### config.mk
export PLATFORM = sky130hd
export DESIGN_NAME = sync_packet_fifo
export DESIGN_NICKNAME = d
export VERILOG_FILES = /design/src/rtl/sync_packet_fifo.sv
export SDC_FILE = /design/constraint.sdc
export NUM_CORES = 1
export LEC_CHECK = 0
export CORE_MARGIN = 2
export CORE_UTILIZATION = 30
export DETAILED_ROUTE_END_ITERATION = 10
export PLACE_DENSITY = 0.49
export SLEW_MARGIN = 20
export SYNTH_ARGS = -nofsm -noshare
export SYNTH_HDL_FRONTEND = slang
export SYNTH_SLANG_ARGS = --single-unit
### constraint.sdc
create_clock -name clk -period 3.3 [get_ports clk]
set_clock_uncertainty 0.15 [all_clocks]
set_input_delay 0.66 -clock clk [delete_from_list [all_inputs] [get_ports clk]]
set_output_delay 0.66 -clock clk [all_outputs]
set_load 0.005 [all_outputs]
### src/rtl/sync_packet_fifo.sv
// sync_packet_fifo: single-clock first-word-fall-through FIFO with fill
// levels, thresholds and optional commit/abort packet gating.
module sync_packet_fifo #(
  parameter int WIDTH       = 8,
  parameter int DEPTH       = 16,
  parameter bit PACKET_MODE = 1'b1,
  parameter int AF_LEVEL    = DEPTH - 2,
  parameter int AE_LEVEL    = 1
) (
  input  logic                     clk,
  input  logic                     rst_n,
  input  logic                     in_shift,
  input  logic [WIDTH-1:0]         in_data,
  input  logic                     in_commit,
  input  logic                     in_abort,
  output logic                     in_full,
  output logic                     in_almost_full,
  output logic [$clog2(DEPTH):0]   in_level,
  output logic                     in_overflow,
  input  logic                     out_pop,
  output logic [WIDTH-1:0]         out_data,
  output logic                     out_nempty,
  output logic                     out_almost_empty,
  output logic [$clog2(DEPTH):0]   out_level
);

  localparam int AW = $clog2(DEPTH);
  localparam int PW = AW + 1;
  localparam logic [PW-1:0] DEPTH_L = PW'(DEPTH);
  localparam logic [PW-1:0] AF_L    = PW'(AF_LEVEL);
  localparam logic [PW-1:0] AE_L    = PW'(AE_LEVEL);

  logic [PW-1:0] wr_ptr_q, wr_ptr_d;
  logic [PW-1:0] cm_ptr_q, cm_ptr_d;
  logic [PW-1:0] rd_ptr_q, rd_ptr_d;
  logic          ovf_q, ovf_d;
  logic [WIDTH-1:0] mem_q [DEPTH];

  logic abort, commit, wr_en, rd_en;

  assign in_level         = wr_ptr_q - rd_ptr_q;
  assign out_level        = cm_ptr_q - rd_ptr_q;
  assign in_full          = (in_level == DEPTH_L);
  assign in_almost_full   = (in_level >= AF_L);
  assign out_nempty       = (out_level != '0);
  assign out_almost_empty = (out_level <= AE_L);
  assign in_overflow      = ovf_q;
  assign out_data         = mem_q[rd_ptr_q[AW-1:0]];

  // Abort outranks commit; a shift in an aborting cycle is never stored.
  assign abort  = PACKET_MODE && in_abort;
  assign commit = PACKET_MODE && in_commit && !in_abort;
  assign wr_en  = in_shift && !in_full && !abort;
  assign rd_en  = out_pop && out_nempty;

  always_comb begin
    wr_ptr_d = wr_ptr_q;
    cm_ptr_d = cm_ptr_q;
    rd_ptr_d = rd_ptr_q;
    ovf_d    = ovf_q;
    if (wr_en) wr_ptr_d = wr_ptr_q + PW'(1);
    if (in_shift && in_full) ovf_d = 1'b1;
    if (abort) begin
      wr_ptr_d = cm_ptr_q;
      ovf_d    = 1'b0;
    end
    if (!PACKET_MODE || commit) cm_ptr_d = wr_ptr_d;
    if (rd_en) rd_ptr_d = rd_ptr_q + PW'(1);
  end

  always_ff @(posedge clk) begin
    if (!rst_n) begin
      wr_ptr_q <= '0;
      cm_ptr_q <= '0;
      rd_ptr_q <= '0;
      ovf_q    <= 1'b0;
    end else begin
      wr_ptr_q <= wr_ptr_d;
      cm_ptr_q <= cm_ptr_d;
      rd_ptr_q <= rd_ptr_d;
      ovf_q    <= ovf_d;
    end
  end

  always_ff @(posedge clk) begin
    if (wr_en) mem_q[wr_ptr_q[AW-1:0]] <= in_data;
  end

endmodule

## Word-level counts from Yosys, hierarchy flattened

Memories as Yosys holds them, arrays and structs flattened. A register that Yosys moved wholly into a read port is not among the register bits.
Cells that the tools add are included.

- Magnitude comparators: 2
- Muxes and demuxes: 6
- Add/subtract/negate cells: 4
- Reductions and logical operators: 9
- Bitwise gates (word level): 1
- Equal/unequal tests: 1

Operator list:

| cell | number |
|---|---|
| adder 5 x 1 -> 5 bit, second input constant | 2 |
| 2-to-1 mux 5 bit | 2 |
| subtractor 5 bit | 2 |
| 2-to-1 mux 4 bit | 2 |
| == test 5 bit, second input constant | 1 |
| greater-or-equal comparator 5 x 4 -> 1 bit, second input constant | 1 |
| less-or-equal comparator 5 x 1 -> 1 bit, second input constant | 1 |
| logical AND 1 bit | 5 |
| nonzero test 5 bit | 1 |
| logical NOT 1 bit | 2 |
| 2-to-1 mux 1 bit | 2 |
| OR reduction 2 bit | 1 |
| NOT 1 bit | 1 |

- Memories: 1
- Register bits after elaboration: 16
- Word-level logic and storage cells: 28
- RAM bits: 128
- Output and inout bits: 23
- Bits of input ports: 14

Memories:

| name | depth | width | read ports | clocked after Yosys merged registers in | wr ports | line | source |
|---|---|---|---|---|---|---|---|
| mem_q | 16 | 8 | 1 | 1 | 1 | 37 | `logic [WIDTH-1:0] mem_q [DEPTH];` |

## Longest topological paths before layout

- Depth after elaboration: 7
- Depth in mapped cells: 10

## Worst setup path before layout

Ideal clock, no wire load.

- Kind: register -> register
- Start point: register wr_ptr_q[0]
- End point: memory mem_q[3][0], enable pin
- Path buffers: 0
- Stages on the path, launching flop included: 10
- Data required time: 2.755 ns
- Setup time: 0.395 ns
- Arrival time: 2.903 ns
- Setup slack: -0.148 ns
- Cell sequence: dfxtp_1 > inv_1 > ha_1 > fa_1 > nand2b_1 > a21oi_1 > xor2_2 > nor3_2 > or2_1 > nor4_1

- Word-level cells in the longest chain between the ends: 7

Ends and longest elaborated chain:

| element | line | source |
|---|---|---|
| start, declared | 33 | `logic [PW-1:0] wr_ptr_q, wr_ptr_d;` |
| start signal, assigned | 78 | `wr_ptr_q <= wr_ptr_d;` |
| subtractor 5 bit | 41 | `assign in_level = wr_ptr_q - rd_ptr_q;` |
| == test 5 bit | 43 | `assign in_full = (in_level == DEPTH_L);` |
| named net in_full | 16 | `output logic in_full,` |
| logical NOT 1 bit | 53 | `assign wr_en = in_shift && !in_full && !abort;` |
| logical AND 1 bit (2 in series) | 53 |  |
| 2-to-1 mux 1 bit | 86 | `if (wr_en) mem_q[wr_ptr_q[AW-1:0]] <= in_data;` |
| 2-to-1 mux 1 bit (implied by the code) | 86 |  |
| end, declared | 37 |  |

The timed path passes the listed nets, and every way through them passes these cells.

## Worst setup path after layout

- Start point: register wr_ptr_q[0]
- End point: output in_level[2]

- Word-level cells in the longest chain between the ends: 1

Ends and longest elaborated chain:

| element | line | source |
|---|---|---|
| subtractor 5 bit | 41 |  |
| end, declared | 18 | `output logic [$clog2(DEPTH):0] in_level,` |

No other way between the ends.

==> flow_summary.toml <==
[detailed_routing]
drc = 0
first_pass_iters = 4
first_iter_violations = 225
via_per_inst = 4.76
drt-total-wl_um = 14500
antenna_left = 0
vias = 3452
wl_per_cell_um = 20.0

[grt]
grt_overflow_total = 0
antenna_found_initial = 0
grtUsageTotal_pct = 14.0
grt_max_degree = 33
grt_pass1_wl_um = 22200
grt_pass1_vias = 3611

[hold_path]
min_path_cells = 2
hold_path.class = "flop to flop"

[outcome]
status = "completed"

[die]
start_util_pct = 30.5
die_y_um = 148
die_x_um = 148
num_io_pins = 37
rows = 52
design.core.area_mm2 = 0.0202
die-area_mm2 = 0.0218

[sta]
finalHoldViolations = 0
period_needed_ns = 3.21
drv_slew = 0
fmax_mhz = 311
slew_headroom_pct = 55.5
setup_viol = 0
worst_pin_slew_ns = 0.666
finalCritPeriodShare_pct = 97.3
rsz0062_at_grt = "yes"

[logic_synthesis]
yosysTopAreaCellShare_pct = 62.2
ys.flop_type = "edfxtp_1"
yosys_warnings = 0
synth.cell_area_mm2 = 0.00618
synth_common_cells = "128 x edfxtp_1, 40 x mux4_2, 20 x dfxtp_1, 16 x inv_1, 16 x nand2_1"
seq_area_frac_synth_pct = 68.7
synth_area_leaders = "edfxtp_1 62%, mux4_2 15%, dfxtp_1 6.5%"
async_flop_share_pct = 0
ys_ff_latch = 148
yosysUniqueCellTypes = 42
avgSynthCellArea_um2 = 18.0
synth_edf_count = 128
synthCells = 344
syn-num-nets = 373
synth_largest_area_cell = "edfxtp_1"
synth_most_common_cell = "edfxtp_1"

[cts]
htreeDepth = 4
cts_tree = "built"
clk_pin_slew_worst_paths_ns = 0.06
ctsLongestPathBuffers = 2
clock_sinks = 148
cts_buffers = 17
worstSkewPairLatency_ns = 0.41
root_buffer = "clkbuf_16"
postCtsHoldBufs = 0

[worst_setup_path]
start_kind = "flop"
cp_max_fo = 2
crit_slowest_cell = "clkdlybuf4s50_1"
cp.depth = 7
criticalPathCategory = "flop to output pin"
path_cells = "inv_1 > ha_2 > fa_2 > buf_4 > xnor2_1 > buf_4 > clkdlybuf4s50_1"
cp.required_ns = 2.49
critPathBufInv = 4
critPathArrivalTime_ns = 2.40
cpPeakStageDelay_ns = 0.49
reg2reg_depth = 14
endpoint_kind = "output pin"
cp_top_family = "buffers and inverters"
crit_top_cell = "buf_4"

[place]
dpl.hpwl_um = 9410
numPortBuffers = 36
placed_cell_area_mm2 = 0.00716
gp_congestion = 0.825
dp.cells = 675

[power_and_ir_drop]
p_per_area_mw_per_mm2 = 627
p_leak_nw = 2.70
finalPower_mw = 5.00
max-vdd-ir-drop_v = 0.000443

[finish]
num-nets-final = 471
fin_cells = 725
fin_util_pct = 39.4
area_growth_syn_to_layout_pct = 28.9
layout-drive-gt1-share_pct = 34.7
antennaDiodeCount = 0
finish.instance_area_mm2 = 0.00796

[job]
cap_violations = 0
## state kept, by name, indices dropped and copies added (netlist names), named ones only
name / flops
cm_ptr_q: 5
in_overflow: 1
wr_ptr_q: 5
rd_ptr_q: 5
mem_q: 128
## tightest hold or removal path, delay by kind of cell, from the launching register on
family	cells	cell delay (ns)
multiplexers	1	0.08
flip-flops	1	0.32
AND/OR/NAND/NOR	1	0.06
## cells by family (layout without fill, tap and decap cells)
kind of cell / count (synthesis) / in the layout / synth area share [%]
DFF: 148 / 148 / 68.7
AOI/OAI and AO/OA: 37 / 37 / 3.73
and+or+nand+nor: 57 / 57 / 5.10
adders and majority gates: 15 / 15 / 3.28
muxes: 43 / 43 / 15.1
xor gates and xnor gates: 12 / 12 / 1.94
buffers and inverters: 32 / 143 / 2.19
## layer usage
layer | global-route usage (%) | vias to the layer above | share of wire [%]
met4 | 3.80 | 0 | 1.3
li1 | - | 1565 | -
met5 | 0 | - | 0
met2 | 23.0 | 88 | 50
met3 | 3.27 | 11 | 4.8
met1 | 18.9 | 1788 | 44
## worst paths after layout
kind | slack (ns) | endpoint | startpoint
setup / recovery | 0.09 | in_level[2] | wr_ptr_q[0]
hold / removal | 0.37 | rd_ptr_q[2] | rd_ptr_q[2]
setup reg to reg | 0.15 | mem_q[5][1] | wr_ptr_q[0]
hold reg to reg | 0.37 | rd_ptr_q[2] | rd_ptr_q[2]
## cell type report
class,count,area [um2]
fill,1829,12300
tap,270,338
inverter,17,63.8
timing repair buffer,94,873
multi-input combinational,164,1880
sequential,148,4250
clock inverter,14,125
clock buffer,18,429
## through the flow
stage | hold slack (ns) | setup WS [ns] | TNS [ns]
2_1_floorplan | 0.313 | 0.0181 | 0
3_3_place_gp | 0.344 | 0.0906 | 0
3_5_place_dp | 0.348 | 0.0362 | 0
4_1_cts | 0.364 | -0.106 | -1.04
5_1_grt | 0.413 | -0.0124 | -0.0700
6_report | 0.365 | 0.0881 | 0
## cells in the final DEF (no fill, tap or decap), types with 2 or more instances in the layout
master           count
inv_6                4
edfxtp_1           128
inv_2                2
xnor2_1              6
inv_1               15
nand2_1             16
nand3b_1             3
clkinv_4             2
nor3_4               2
o21ai_0             11
ha_1                12
xnor2_2              2
nor3_1               6
clkinvlp_4           2
a21oi_1             13
o21a_1               2
mux2i_1              3
nor2_1               4
xor2_1               3
buf_4               51
fa_2                 2
nor2_2               4
clkdlybuf4s50_1     22
mux4_2              40
clkbuf_16           17
buf_16               2
clkinv_1             3
nand4_1              4
nor3_2               2
dlygate4sd2_1       11
dfxtp_2              3
a31oi_1              4
dfxtp_1             16
buf_12               4
and3_1               4
nor4_2               3
## timing repair
item / CTS / global route
endpoints found under the hold margin: 0 / 0
endpoints found under the setup margin: 15 / 30
setup buffers: 9 / 7
pin swaps: 5 / 4
gates cloned: 2 / 0
resized for setup: 35 / 6
## power by group
| part | leakage [nW] | internal (mW) | switching, mW |
|---|---|---|---|
| Sequential | 1.32 | 2.07 | 0.0255 |
| Combinational | 1.11 | 0.616 | 0.478 |
| Clock | 0.266 | 1.04 | 0.761 |
No activity file was read; power rests on OpenSTA's default activity.
